File: src/rtl/cpu_pkg.sv
// Shared opcode map, sequencer state encoding and instruction-length decode
// helpers for the 8-bit CPU control path.
package cpu_pkg;

    localparam logic [3:0] OP_NOP = 4'h0;
    localparam logic [3:0] OP_LDA = 4'h1;
    localparam logic [3:0] OP_ADD = 4'h2;
    localparam logic [3:0] OP_SUB = 4'h3;
    localparam logic [3:0] OP_STA = 4'h4;
    localparam logic [3:0] OP_LDI = 4'h5;
    localparam logic [3:0] OP_JMP = 4'h6;
    localparam logic [3:0] OP_JC  = 4'h7;
    localparam logic [3:0] OP_JZ  = 4'h8;
    localparam logic [3:0] OP_OUT = 4'hE;
    localparam logic [3:0] OP_HLT = 4'hF;

    typedef enum logic [2:0] {
        S_FETCH    = 3'd0,
        S_DECODE   = 3'd1,
        S_OPERAND  = 3'd2,
        S_EXEC_MEM = 3'd3,
        S_EXEC     = 3'd4,
        S_HALT     = 3'd5
    } seq_state_e;

    // Opcodes 1..8 carry an operand byte at PC+1.
    function automatic logic is_two_byte(input logic [3:0] op);
        return (op >= OP_LDA) && (op <= OP_JZ);
    endfunction

    // Opcodes 1..4 make a data-memory access through the operand address.
    function automatic logic is_mem_op(input logic [3:0] op);
        return (op >= OP_LDA) && (op <= OP_STA);
    endfunction

endpackage

File: src/rtl/fetch_exec_sequencer.sv
// Multi-cycle fetch/decode/execute control for the 8-bit CPU. Strobes are
// combinational from state, IR and mem_ready; only state, IR and operand are stored.
module fetch_exec_sequencer
    import cpu_pkg::*;
#(
    parameter int unsigned WIDTH = 8,
    parameter int unsigned OPW   = 4
) (
    input  logic             clk,
    input  logic             reset,
    input  logic [WIDTH-1:0] pc,
    input  logic [WIDTH-1:0] mem_rdata,
    input  logic             mem_ready,
    input  logic             flag_c,
    input  logic             flag_z,
    output logic             pc_inc,
    output logic             pc_load,
    output logic [WIDTH-1:0] pc_load_val,
    output logic [WIDTH-1:0] mem_addr,
    output logic             mem_rd,
    output logic             mem_wr,
    output logic             ir_load,
    output logic [WIDTH-1:0] ir,
    output logic             a_load,
    output logic             a_src,
    output logic             alu_load,
    output logic             alu_sub,
    output logic             out_load,
    output logic             halted
);

    seq_state_e       state_q, state_d;
    logic [WIDTH-1:0] ir_q, ir_d;
    logic [WIDTH-1:0] opr_q, opr_d;
    logic [OPW-1:0]   op;

    assign op = ir_q[WIDTH-1 -: OPW];
    assign ir = ir_q;

    always_comb begin
        state_d     = state_q;
        ir_d        = ir_q;
        opr_d       = opr_q;
        pc_inc      = 1'b0;
        pc_load     = 1'b0;
        pc_load_val = '0;
        mem_addr    = '0;
        mem_rd      = 1'b0;
        mem_wr      = 1'b0;
        ir_load     = 1'b0;
        a_load      = 1'b0;
        a_src       = 1'b0;
        alu_load    = 1'b0;
        alu_sub     = 1'b0;
        out_load    = 1'b0;
        halted      = 1'b0;
        // Gating on reset drops any in-flight request in the same cycle reset asserts.
        if (reset) begin
            unique case (state_q)
                S_FETCH: begin
                    mem_addr = pc;
                    mem_rd   = 1'b1;
                    if (mem_ready) begin
                        ir_load = 1'b1;
                        ir_d    = mem_rdata;
                        pc_inc  = 1'b1;
                        state_d = S_DECODE;
                    end
                end
                S_DECODE: begin
                    if (is_two_byte(op)) begin
                        state_d = S_OPERAND;
                    end else if (op == OP_OUT) begin
                        out_load = 1'b1;
                        state_d  = S_FETCH;
                    end else if (op == OP_HLT) begin
                        halted  = 1'b1;
                        state_d = S_HALT;
                    end else begin
                        state_d = S_FETCH;
                    end
                end
                S_OPERAND: begin
                    mem_addr = pc;
                    mem_rd   = 1'b1;
                    if (mem_ready) begin
                        opr_d   = mem_rdata;
                        pc_inc  = 1'b1;
                        state_d = is_mem_op(op) ? S_EXEC_MEM : S_EXEC;
                    end
                end
                S_EXEC_MEM: begin
                    mem_addr = opr_q;
                    if (op == OP_STA) mem_wr = 1'b1;
                    else              mem_rd = 1'b1;
                    if (mem_ready) begin
                        unique case (op)
                            OP_LDA:  a_load = 1'b1;
                            OP_ADD:  alu_load = 1'b1;
                            OP_SUB: begin
                                alu_load = 1'b1;
                                alu_sub  = 1'b1;
                            end
                            default: ;
                        endcase
                        state_d = S_FETCH;
                    end
                end
                S_EXEC: begin
                    unique case (op)
                        OP_LDI: begin
                            a_load = 1'b1;
                            a_src  = 1'b1;
                        end
                        OP_JMP: begin
                            pc_load     = 1'b1;
                            pc_load_val = opr_q;
                        end
                        OP_JC: begin
                            pc_load     = flag_c;
                            pc_load_val = opr_q;
                        end
                        OP_JZ: begin
                            pc_load     = flag_z;
                            pc_load_val = opr_q;
                        end
                        default: ;
                    endcase
                    state_d = S_FETCH;
                end
                S_HALT:  halted = 1'b1;
                default: state_d = S_FETCH;
            endcase
        end
    end

    always_ff @(posedge clk or negedge reset) begin
        if (!reset) begin
            state_q <= S_FETCH;
            ir_q    <= '0;
            opr_q   <= '0;
        end else begin
            state_q <= state_d;
            ir_q    <= ir_d;
            opr_q   <= opr_d;
        end
    end

endmodule

File: config.mk
export PLATFORM = sky130hd
export DESIGN_NAME = fetch_exec_sequencer
export DESIGN_NICKNAME = d
export VERILOG_FILES = /design/src/rtl/cpu_pkg.sv /design/src/rtl/fetch_exec_sequencer.sv
export SDC_FILE = /design/constraint.sdc
export NUM_CORES = 1
export LEC_CHECK = 0
export ABC_AREA = 0
export ABC_CLOCK_PERIOD_IN_PS = 1500
export BUFFER_PORTS_ARGS = -buffer_cell sky130_fd_sc_hd__buf_2
export CAP_MARGIN = 20
export CELL_PAD_IN_SITES_DETAIL_PLACEMENT = 1
export CELL_PAD_IN_SITES_GLOBAL_PLACEMENT = 1
export CORE_UTILIZATION = 30
export DETAILED_ROUTE_END_ITERATION = 8
export PLACE_DENSITY_LB_ADDON = 0.1
export REMOVE_ABC_BUFFERS = 1
export SKIP_CTS_REPAIR_TIMING = 1
export SLEW_MARGIN = 40
export SYNTH_ARGS = -nofsm -noshare
export SYNTH_HDL_FRONTEND = slang
export SYNTH_SLANG_ARGS = --single-unit
export TNS_END_PERCENT = 50
File: constraint.sdc
create_clock -name clk -period 1.5 [get_ports clk]
set_input_delay 0.075 -clock clk [delete_from_list [all_inputs] [get_ports clk]]
set_output_delay 0.075 -clock clk [all_outputs]
set_load 0.02 [all_outputs]
==> summary.txt <==
Critical path
  – Worst Setup End Kind: primary output
  – CP max stage delay: 0.44 ns
  – CP Cell Sequence: buf_4 -> nor3b_4 -> buf_4 -> nand2_2 -> a211oi_2 -> buf_4
  – CP bufs+invs: 3
  – Startpoint Class: flop
  – Top cell by count, worst path: buf_4
  – Worst path required time: roughly 1.4 ns
  – Worst-path fanout max: 3
  – CP delay by family, top: buffers and inverters
  – Arrival time at the worst endpoint: 1.64 ns
  – Slowest-stage cell, CP: dfrtp_1
  – WS Path Type: flop to primary output

Route
  – DRC violations left: 0
  – Post-DR wirelength/cell: 17.3 um
  – Drt via density: 5.07
  – Via Count: approximately 1.2k
  – DRT iter0 DRCs: 26
  – WL final: 4090 um
  – Post-route ant nets: 0
  – First drt pass iteration count: 4

Power
  – Leak: 0.986 nW
  – Peak VDD IR: 0.000686 V
  – Pwr per Cell Area: 1750 nW/um^2

Global routing
  – Largest net degree at the start of global routing: 21
  – First-pass GRT wire length: around 6100 um
  – Met1 Usage GRT: between 20% and 30%
  – GRT Total Usage: approximately a fifth
  – Initial antenna violation count: 0
  – GR peak layer: met2
  – Overflow after GRT: 0
  – Met3 usage: 3.35%
  – Number of global-route vias before repair: between 1k and 1.5k
  – Met2 usage: 34.2%

Timing
  – Skew final: 0.00689 ns
  – Slew HR: 37.0%
  – Worst-Margin Slew: between 0.9 and 1 ns
  – Tmin final: between 1.5 and 2 ns
  – Worst Slack Setup Final: -0.217 ns
  – Unrepaired setup endpoints after global routing: true
  – Final setup fails: 25
  – Tcrit/Tclk final: 114%
  – Pins Over Slew Limit: 0
  – Worst hold slack: 0.0530 ns
  – Fin. Hold Viols: 0
  – Max frequency: 0.583 GHz
  – Setup TNS: -3.35 ns

Clock tree
  – Num CTS Buffers: 3
  – Worst-path clk slew: 0.08 ns
  – # clock sinks: 19
  – CTS tree: done
  – Worst-skew pair later-pin latency: 0.26 ns
  – Clock root buffer: clkbuf_8
  – Clock Path Buffers: 2
  – H-tree depth: 1

Layout
  – # nets final: 210
  – Fill count: 432
  – Commonest non-fill, non-tap cell in the layout: buf_2
  – N_diodes: 0
  – Layout cells sized above 1: 66.0%
  – Area Growth Syn to Fin: 65.8%
  – Final core occ: 53.0%
  – Commonest non-fill, non-tap cells in the layout: buf_2 (30), buf_6 (29), buf_4 (21)
  – Non-Filler Instances: between 200 and 250

Place
  – GPL Wtd Cong: around 0.81
  – Dpl hpwl: 2880 um
  – Placed insts: approximately 230
  – Port Buf Inserts: 55
  – Worst slack, placed: -0.0871 ns

Synth
  – Syn Area/Cell: 10.9 um^2
  – Post-synth ARST share: 100%
  – #FFs+latches synth: 19
  – YS warnings: 0
  – Cell variety after synth: 37
  – Syn Inst Count: 109
  – Main synth FF type: dfrtp_1
  – Synth Cell Area: 1190 um^2
  – Area share of the largest cell type after synthesis: between 40 and 50%
  – Top cell type by total area after synthesis: dfrtp_1
  – Top area cells in the synthesized netlist: dfrtp_1 (40%), mux2_4 (10%), mux2_2 (7.6%), a22o_1 (5.9%), and2_1 (4.7%)
  – Number of synthesized flops with an enable pin: 0
  – Register area share after synthesis: 40.0%

Floorplanning
  – Core Rows: 22
  – Core ar.: 3720 um^2
  – DIE AREA: 4210 um^2
  – Ports: 56
  – Die Width: 64.9 um
  – Starting Density: 32.0%
  – Die height: 64.9 um

Min path
  – Hold Crit Class: input pin to flop

Run status
  – Failing checks: setup timing
  – Status: finished, violations left

Run
  – Max-cap viol count: 0
==> stage by stage <==
stage	instance area (um^2)	total power, mW
global route	1970	3.66
detailed placement	1640	2.70
global placement	1640	2.64
finish	1970	3.45
floorplan	1150	1.92
CTS	1690	3.08
==> registers in the layout, indices dropped and copies added (netlist names) <==
register	count
state_q	3
opr_q	8
ir	8
==> final timing paths <==
| path | startpoint | to | slack [ns] | depth (start not counted) |
|---|---|---|---|---|
| max reg2reg | state_q[2] | state_q[0] | -0.06 | 5 |
| min reg2reg | ir[2] | ir[2] | 0.51 | 1 |
| min | mem_rdata[4] | opr_q[4] | 0.05 | 2 |
| max | state_q[0] | a_load | -0.22 | 6 |
| min in group asynchronous | reset | opr_q[4] | 0.76 | 4 |
| max in group asynchronous | reset | state_q[2] | 0.09 | 4 |
==> cells in the mapped netlist, types with 2 or more instances <==
library cell,instances
and4b_1,3
a22o_1,8
nor2b_1,4
and2_1,9
mux2_2,8
dfrtp_1,19
a22oi_1,2
and3_1,4
nand2_1,3
nand2b_1,2
a21boi_0,2
buf_2,3
nand3_1,4
nor2_1,4
inv_1,2
nand3b_1,2
buf_6,2
o21ai_0,2
mux2_4,8
==> power by group <==
group / switching, mW / internal, mW / leakage, nW / total (mW)
sequential: 0.269 / 0.759 / 0.236 / 1.03
combinational: 0.972 / 1.08 / 0.725 / 2.05
clock: 0.185 / 0.185 / 0.0255 / 0.370
==> layer usage <==
layer / vias up / share of wire, %
met5: - / 0
met3: 5 / 5.0
met2: 39 / 51
met1: 596 / 43
met4: 0 / 0.93
li1: 557 / -
==> area by class of cell <==
class	instances	area [um^2]	share of cell area, %
Clock buffer	3	41.3	2.10
Clock inverter	1	5.00	0.254
Inverter	2	7.51	0.381
Multi-Input combinational cell	82	733	37.3
Sequential cell	19	477	24.2
Tap cell	48	60.1	3.05
Timing Repair Buffer	81	644	32.7
==> cell families after synthesis <==
| group | after synthesis | synth area share, % |
|---|---|---|
| buffers and inverters | 8 | 4.11 |
| XOR/XNOR | 1 | 0.738 |
| AO/OA/AOI/OAI | 21 | 13.6 |
| flip-flops | 19 | 40.0 |
| AND/OR/NAND/NOR | 44 | 23.8 |
| multiplexers | 16 | 17.7 |
(Power assumes the default switching activity.)
